`src/rtl/mem_refill_master_if.sv`:
```
// mem_refill_master_if
// Handshake and bus bundle between the cache controller, the refill master
// and the memory side.
//   miss_*   : cache -> master miss request (valid/ready)
//   mem_*    : master -> memory request level, memory -> master line + strobe
//   refill_* : master -> cache refill result (valid/ready)
// Modports:
//   master : the refill master's view
//   slave  : the environment's view (cache controller + memory)

interface mem_refill_master_if;
    logic          miss_valid;
    logic [31:0]   miss_addr;
    logic          miss_ready;

    logic          mem_req;
    logic [31:0]   mem_addr;
    logic [127:0]  mem_data;
    logic          mem_ready;

    logic          refill_valid;
    logic          refill_ready;
    logic [127:0]  refill_line;
    logic [31:0]   refill_word;
    logic [31:0]   refill_addr;
    logic          refill_err;

    modport master (
        input  miss_valid, miss_addr, mem_data, mem_ready, refill_ready,
        output miss_ready, mem_req, mem_addr,
        output refill_valid, refill_line, refill_word, refill_addr, refill_err
    );

    modport slave (
        output miss_valid, miss_addr, mem_data, mem_ready, refill_ready,
        input  miss_ready, mem_req, mem_addr,
        input  refill_valid, refill_line, refill_word, refill_addr, refill_err
    );
endinterface

```
`src/rtl/mem_refill_master.sv`:
```
// mem_refill_master
// I-cache refill initiator. Accepts one line miss at a time, issues a single
// line-aligned memory request, captures the 128-bit line on mem_ready and
// returns line, critical word and line address to the cache over a
// valid/ready handshake. A programmable quiet gap follows every refill.
//
// Ports:
//   clk  : single clock, posedge
//   rst  : asynchronous active-high reset
//   bus  : mem_refill_master_if.master (miss_*, mem_*, refill_*)
// Parameters:
//   REQ_GAP        : idle cycles after a refill handshake, 0..15
//   TIMEOUT_CYCLES : request timeout in cycles, >= 1 (timeout build only)
// Build option:
//   MEM_TIMEOUT_EN : when defined, an unanswered request aborts after
//                    TIMEOUT_CYCLES and returns a zero line with refill_err=1.
//                    When undefined, REQ waits forever and refill_err is 0.
//
// state | meaning
// ------+-------------------------------------------------------------
// IDLE  | ready for a miss (miss_ready=1)
// REQ   | mem_req high with the line address, waiting for mem_ready
// RESP  | refill result presented, waiting for refill_ready
// GAP   | enforced quiet time before the next miss is accepted

module mem_refill_master #(
    parameter int REQ_GAP        = 2,
    parameter int TIMEOUT_CYCLES = 64
) (
    input  logic                clk,
    input  logic                rst,
    mem_refill_master_if.master bus
);

    if (REQ_GAP < 0 || REQ_GAP > 15 || TIMEOUT_CYCLES < 1) begin : g_param_check
        $error("mem_refill_master: REQ_GAP must be 0..15 and TIMEOUT_CYCLES >= 1");
    end

    typedef enum logic [1:0] {
        S_IDLE = 2'd0,
        S_REQ  = 2'd1,
        S_RESP = 2'd2,
        S_GAP  = 2'd3
    } state_t;

    // The gap counter is loaded with REQ_GAP-1 and leaves GAP on reaching 0,
    // so GAP lasts exactly REQ_GAP cycles.
    localparam logic [3:0] GAP_LOAD = (REQ_GAP > 0) ? 4'(REQ_GAP - 1) : 4'd0;

    state_t        state_q, state_d;
    logic [31:0]   line_addr_q, line_addr_d;
    logic [1:0]    word_sel_q, word_sel_d;
    logic [3:0]    gap_cnt_q, gap_cnt_d;
    logic          mem_req_q, mem_req_d;
    logic [31:0]   mem_addr_q, mem_addr_d;
    logic          refill_valid_q, refill_valid_d;
    logic [127:0]  refill_line_q, refill_line_d;
    logic [31:0]   refill_word_q, refill_word_d;
    logic [31:0]   refill_addr_q, refill_addr_d;
    logic          timeout_hit;
    logic          unused_miss_bits;

    // Byte offset within the critical word does not matter to a line refill.
    assign unused_miss_bits = ^bus.miss_addr[1:0];

`ifdef MEM_TIMEOUT_EN
    localparam int TO_W = (TIMEOUT_CYCLES > 1) ? $clog2(TIMEOUT_CYCLES) : 1;
    localparam logic [TO_W-1:0] TO_LOAD = TO_W'(TIMEOUT_CYCLES - 1);

    logic [TO_W-1:0] to_cnt_q, to_cnt_d;
    logic            refill_err_q, refill_err_d;

    // Counter reaching 0 while in REQ marks the end of the TIMEOUT_CYCLES-th
    // request cycle.
    assign timeout_hit = (to_cnt_q == '0);

    always_comb begin
        to_cnt_d = to_cnt_q;
        if (state_q != S_REQ && state_d == S_REQ) begin
            to_cnt_d = TO_LOAD;
        end else if (state_q == S_REQ && to_cnt_q != '0) begin
            to_cnt_d = to_cnt_q - 1'b1;
        end
    end

    always_ff @(posedge clk or posedge rst) begin
        if (rst) begin
            to_cnt_q     <= '0;
            refill_err_q <= 1'b0;
        end else begin
            to_cnt_q     <= to_cnt_d;
            refill_err_q <= refill_err_d;
        end
    end

    assign bus.refill_err = refill_err_q;
`else
    assign timeout_hit    = 1'b0;
    assign bus.refill_err = 1'b0;
`endif

    always_comb begin
        state_d       = state_q;
        line_addr_d   = line_addr_q;
        word_sel_d    = word_sel_q;
        gap_cnt_d     = gap_cnt_q;
        refill_line_d = refill_line_q;
        refill_word_d = refill_word_q;
        refill_addr_d = refill_addr_q;
`ifdef MEM_TIMEOUT_EN
        refill_err_d  = refill_err_q;
`endif

        case (state_q)
            S_IDLE: begin
                if (bus.miss_valid) begin
                    line_addr_d = {bus.miss_addr[31:4], 4'b0000};
                    word_sel_d  = bus.miss_addr[3:2];
                    state_d     = S_REQ;
                end
            end
            S_REQ: begin
                // mem_ready has priority over a simultaneous timeout.
                if (bus.mem_ready) begin
                    refill_line_d = bus.mem_data;
                    refill_word_d = bus.mem_data[{word_sel_q, 5'd0} +: 32];
                    refill_addr_d = line_addr_q;
`ifdef MEM_TIMEOUT_EN
                    refill_err_d  = 1'b0;
`endif
                    state_d       = S_RESP;
                end else if (timeout_hit) begin
                    refill_line_d = '0;
                    refill_word_d = '0;
                    refill_addr_d = line_addr_q;
`ifdef MEM_TIMEOUT_EN
                    refill_err_d  = 1'b1;
`endif
                    state_d       = S_RESP;
                end
            end
            S_RESP: begin
                if (bus.refill_ready) begin
                    if (REQ_GAP > 0) begin
                        gap_cnt_d = GAP_LOAD;
                        state_d   = S_GAP;
                    end else begin
                        state_d   = S_IDLE;
                    end
                end
            end
            S_GAP: begin
                if (gap_cnt_q == 4'd0) begin
                    state_d = S_IDLE;
                end else begin
                    gap_cnt_d = gap_cnt_q - 4'd1;
                end
            end
            default: begin
                state_d = S_IDLE;
            end
        endcase

        // Registered outputs are decoded from the next state so they line up
        // with the state they describe.
        mem_req_d      = (state_d == S_REQ);
        mem_addr_d     = (state_d == S_REQ) ? line_addr_d : 32'd0;
        refill_valid_d = (state_d == S_RESP);
    end

    always_ff @(posedge clk or posedge rst) begin
        if (rst) begin
            state_q        <= S_IDLE;
            line_addr_q    <= '0;
            word_sel_q     <= '0;
            gap_cnt_q      <= '0;
            mem_req_q      <= 1'b0;
            mem_addr_q     <= '0;
            refill_valid_q <= 1'b0;
            refill_line_q  <= '0;
            refill_word_q  <= '0;
            refill_addr_q  <= '0;
        end else begin
            state_q        <= state_d;
            line_addr_q    <= line_addr_d;
            word_sel_q     <= word_sel_d;
            gap_cnt_q      <= gap_cnt_d;
            mem_req_q      <= mem_req_d;
            mem_addr_q     <= mem_addr_d;
            refill_valid_q <= refill_valid_d;
            refill_line_q  <= refill_line_d;
            refill_word_q  <= refill_word_d;
            refill_addr_q  <= refill_addr_d;
        end
    end

    assign bus.miss_ready   = (state_q == S_IDLE);
    assign bus.mem_req      = mem_req_q;
    assign bus.mem_addr     = mem_addr_q;
    assign bus.refill_valid = refill_valid_q;
    assign bus.refill_line  = refill_line_q;
    assign bus.refill_word  = refill_word_q;
    assign bus.refill_addr  = refill_addr_q;

endmodule

```
`src/flat_wrapper.sv`:
```
// flat-port wrapper written by rule: the top's interface ports become plain ports
module mem_refill_master_flat 
#(
    parameter int REQ_GAP        = 2,
    parameter int TIMEOUT_CYCLES = 64
)
  (clk, rst, bus_miss_valid, bus_miss_addr, bus_mem_data, bus_mem_ready, bus_refill_ready, bus_miss_ready, bus_mem_req, bus_mem_addr, bus_refill_valid, bus_refill_line, bus_refill_word, bus_refill_addr, bus_refill_err);
  mem_refill_master_if bus_i ();
  input  logic clk;
  input  logic rst;
  input wire logic [$bits(bus_i.miss_valid)-1:0] bus_miss_valid;
  input wire logic [$bits(bus_i.miss_addr)-1:0] bus_miss_addr;
  input wire logic [$bits(bus_i.mem_data)-1:0] bus_mem_data;
  input wire logic [$bits(bus_i.mem_ready)-1:0] bus_mem_ready;
  input wire logic [$bits(bus_i.refill_ready)-1:0] bus_refill_ready;
  output wire logic [$bits(bus_i.miss_ready)-1:0] bus_miss_ready;
  output wire logic [$bits(bus_i.mem_req)-1:0] bus_mem_req;
  output wire logic [$bits(bus_i.mem_addr)-1:0] bus_mem_addr;
  output wire logic [$bits(bus_i.refill_valid)-1:0] bus_refill_valid;
  output wire logic [$bits(bus_i.refill_line)-1:0] bus_refill_line;
  output wire logic [$bits(bus_i.refill_word)-1:0] bus_refill_word;
  output wire logic [$bits(bus_i.refill_addr)-1:0] bus_refill_addr;
  output wire logic [$bits(bus_i.refill_err)-1:0] bus_refill_err;
  assign bus_i.miss_valid = bus_miss_valid;
  assign bus_i.miss_addr = bus_miss_addr;
  assign bus_i.mem_data = bus_mem_data;
  assign bus_i.mem_ready = bus_mem_ready;
  assign bus_i.refill_ready = bus_refill_ready;
  assign bus_miss_ready = bus_i.miss_ready;
  assign bus_mem_req = bus_i.mem_req;
  assign bus_mem_addr = bus_i.mem_addr;
  assign bus_refill_valid = bus_i.refill_valid;
  assign bus_refill_line = bus_i.refill_line;
  assign bus_refill_word = bus_i.refill_word;
  assign bus_refill_addr = bus_i.refill_addr;
  assign bus_refill_err = bus_i.refill_err;
  mem_refill_master #(.REQ_GAP(REQ_GAP), .TIMEOUT_CYCLES(TIMEOUT_CYCLES)) u_core (.clk(clk), .rst(rst), .bus(bus_i));
endmodule
```
`config.mk`:
```
export PLATFORM = sky130hd
export DESIGN_NAME = mem_refill_master_flat
export DESIGN_NICKNAME = d
export VERILOG_FILES = /design/src/rtl/mem_refill_master_if.sv /design/src/rtl/mem_refill_master.sv /design/src/flat_wrapper.sv
export SDC_FILE = /design/constraint.sdc
export NUM_CORES = 1
export LEC_CHECK = 0
export BUFFER_PORTS_ARGS = -buffer_cell sky130_fd_sc_hd__buf_4
export CORE_ASPECT_RATIO = 1.75
export CORE_UTILIZATION = 45
export CTS_CLUSTER_DIAMETER = 200
export CTS_CLUSTER_SIZE = 25
export DETAILED_ROUTE_END_ITERATION = 16
export PLACE_DENSITY_LB_ADDON = 0.1
export SLEW_MARGIN = 25
export SYNTH_ARGS = -nofsm -noshare
export SYNTH_HDL_FRONTEND = slang
export SYNTH_SLANG_ARGS = --single-unit
```
`constraint.sdc`:
```
create_clock -name clk -period 8.06 [get_ports clk]
set_input_delay 0.806 -clock clk [delete_from_list [all_inputs] [get_ports clk]]
set_output_delay 0.806 -clock clk [all_outputs]
set_load 0.005 [all_outputs]
```
==> impl_metrics.tcl <==
set metrics [dict create \
    period_needed_ns 2.61 \
    grt_pass1_wl_um 43400 \
    endpoint_kind "flop" \
    vias 7242 \
    yosys.area.top_type_share_pct 62.7 \
    start_util_pct 45.7 \
    synth_edf_count 0 \
    drv_cap 0 \
    yosysWarnings 0 \
    cts_max_level 1 \
    fin_util_pct 61.1 \
    rsz0062_at_grt "no" \
    synthCells 711 \
    io_buffers 389 \
    slew_viol_final 0 \
    cts_hold_buf 0 \
    required_ns 8.43 \
    path_cells "nand3b_1, buf_4, buf_4, mux2_2" \
    netlist_area_mm2 0.0106 \
    die-height_um 205 \
    worst-setup-path-type "reg2reg" \
    root_buffer "clkbuf_16" \
    yosysMostFrequentCell "dfrtp_1" \
    first_iter_violations 354 \
    routed_wl_um 28400 \
    area_delta_synth_final_pct 33.6 \
    drive_gt1_share_pct 55.6 \
    grt_max_degree 76 \
    path_buf_inv 2 \
    cts_setup_buffers 0 \
    fin_ws_ns 5.45 \
    layout.nets 1247 \
    outcome "finished clean" \
    ant_nets 0 \
    grt_pass1_vias 7597 \
    setup_violations 0 \
    ioPinCount 393 \
    n_fill_cell 1927 \
    grt_util_all_layers_pct 23.1 \
    die_width_um 118 \
    syn-num-nets 878 \
    path_clk_slew_ns 0.10 \
    syn_avg_cell_area_um2 14.9 \
    synth_area_leader_cell "dfrtp_1" \
    period_share_pct 32.3 \
    seqCellArea_mm2 0.00666 \
    n_antenna_cell 0 \
    peakVddDrop_mv 0.263 \
    power.leakage_uw 0.00696 \
    cts_buffers 14 \
    placed_cell_area_mm2 0.0138 \
    multi_input_area_mm2 0.00373 \
    fmax_mhz 384 \
    antenna_found_initial 0 \
    drc_errors 0 \
    cts_tree "done" \
    finish.instance_area_mm2 0.0142 \
    worst-path-max-fanout 66 \
    crit_path_max_incr_delay_ns 0.76 \
    worstMarginPinSlew_ns 1.02 \
    grt_overflow 0 \
    wl_per_cell_um 20.5 \
    power_uw 5260 \
    finClkSkew_ns 0.0154 \
    pre_cts_slack_ns 5.20 \
    drt_first_pass_iters 4 \
    hold_viol_final 0 \
    fin_tns_setup_ns 0 \
    vias_per_cell 5.23 \
    core-area_mm2 0.0232 \
    synth_seq_area_share_pct 62.7 \
    synthArstFlopShare_pct 100 \
    std_cell_rows 74 \
    ys.flop_type "dfrtp_1" \
    netlist_top_cells_area "dfrtp_1 63%, mux2_2 19%, mux2i_1 6.1%, o221ai_1 2.6%, a22o_1 2.3%" \
    clock_latency_ns 0.48 \
    synth-seq-cells 266 \
    crit_top_cell "buf_4" \
    clock_sinks 266 \
    critPathArrivalTime_ns 2.98 \
    place.gp.congestion 0.773 \
    cts_resized 0 \
    power_density_mw_per_mm2 370 \
    clockBufferDepth 3 \
    synthDistinctLibCells 32 \
    synth_common_cells "266 x dfrtp_1, 178 x mux2_2, 65 x mux2i_1" \
    dp.final_hpwl_um 20500 \
    fp.dieArea_mm2 0.0242 \
    critPathLaunchType "flop" \
    slowest_stage "buf_4" \
    slew-limit-headroom_pct 32.2 \
    min_path_type "in2async" \
    worst_path_dominant_cell_family "buffers and inverters" \
]
==> layer usage <==
metal	share of wire [%]	up-vias	routed length, um	GRT usage (%)
met3	8.2	52	2340	6.40
met1	37	3614	10500	26.9
met2	51	275	14400	40.3
met4	3.9	0	1110	9.34
met5	0	-	0	0
li1	-	3301	-	-
==> registers in the layout (all words and copies together), names as in the netlist <==
signal and cells:
u_core.bus.mem_addr 32, u_core.bus.refill_addr 32, u_core.gap_cnt_q 4, u_core.bus.refill_word 32
u_core.bus.mem_req 1, u_core.bus.refill_line 128, u_core.word_sel_q 2, u_core.state_q 2
u_core.line_addr_q 32, u_core.bus.refill_valid 1
==> worst paths after layout <==
check | from | endpoint | slack [ns] | cells after the start
worst max-delay path | u_core.state_q[1] | u_core.bus.refill_line[84] | 5.45 | 4
max in group asynchronous | rst | u_core.bus.refill_line[20] | 5.97 | 4
min in group clk | u_core.bus.refill_word[4] | u_core.bus.refill_word[4] | 0.49 | 2
worst min-delay path | rst | u_core.bus.refill_line[107] | 0.39 | 2
worst max register to register | u_core.state_q[1] | u_core.bus.refill_line[84] | 5.45 | 4
worst min register to register | u_core.bus.refill_word[4] | u_core.bus.refill_word[4] | 0.49 | 2
==> worst register-to-register path, stage by stage, from the launching register on <==
cell and delay (ns):
dfrtp_1 0.65, nand3b_1 0.20, buf_4 0.41, buf_4 0.79
mux2_2 0.46
==> cells in the final DEF, fill, tap and decap left out <==
cell / Yosys / routed
buf_4: 4 / 400
dfrtp_1: 266 / 265
mux2_2: 178 / 178
mux2i_1: 65 / 65
nand2_1: 38 / 38
o221ai_1: 32 / 32
a22o_1: 28 / 28
clkbuf_16: 0 / 15
mux2_1: 12 / 12
nor2b_1: 7 / 7
o21ai_0: 6 / 6
and2_1: 5 / 4
inv_1: 4 / 3
nor2_1: 3 / 3
nand3b_1: 2 / 2
a21oi_1: 2 / 2
ha_1: 2 / 2
nand3_2: 0 / 1
nand2b_1: 1 / 1
or3b_2: 1 / 1
and2_2: 0 / 1
a211oi_1: 1 / 1
nor3_4: 0 / 1
clkinvlp_4: 0 / 1
nor3_1: 1 / 1
nand4_1: 1 / 1
o211ai_1: 1 / 1
a22oi_1: 1 / 1
nand4b_1: 1 / 1
o311ai_0: 1 / 1
a31oi_1: 1 / 1
conb_1: 1 / 1
inv_8: 0 / 1
clkbuf_1: 12 / 1
buf_6: 0 / 1
dfrtp_4: 0 / 1
==> area by class of cell <==
cell class / count / area share (%)
Clock buffer: 16 / 2.67
Clock inverter: 1 / 0.0793
Timing Repair Buffer: 401 / 21.2
Multi-Input combinational cell: 393 / 26.3
Tap cell: 304 / 2.68
Sequential cell: 266 / 46.9
Inverter: 4 / 0.132
==> per-stage QoR <==
| step | hold WS [ns] | instances |
|---|---|---|
| after floorplan | 0.461 | 711 |
| after global placement | 0.469 | 1368 |
| after detailed placement | 0.474 | 1368 |
| after CTS | 0.382 | 1385 |
| after global routing | 0.410 | 1385 |
| final | 0.385 | 1385 |
==> kinds of logic (layout without fill, tap and decap cells) <==
kind of cell | count (synthesis) | count (layout) | share of synthesized area (%)
DFF | 266 | 266 | 62.7
adders and majority gates | 2 | 2 | 0.236
buffers and inverters | 52 | 422 | 2.34
and+or+nand+nor | 62 | 62 | 2.77
other | 1 | 1 | 0.0353
muxes | 255 | 255 | 26.3
AOI/OAI and AO/OA | 73 | 73 | 5.68
==> where the power goes <==
part | leakage, uW | internal, uW | switching (uW)
registers | 0.00325 | 1950 | 342
logic | 0.00351 | 1330 | 878
clock network | 0.000192 | 340 | 422
Note: power is estimated with default switching activity, not from simulation.
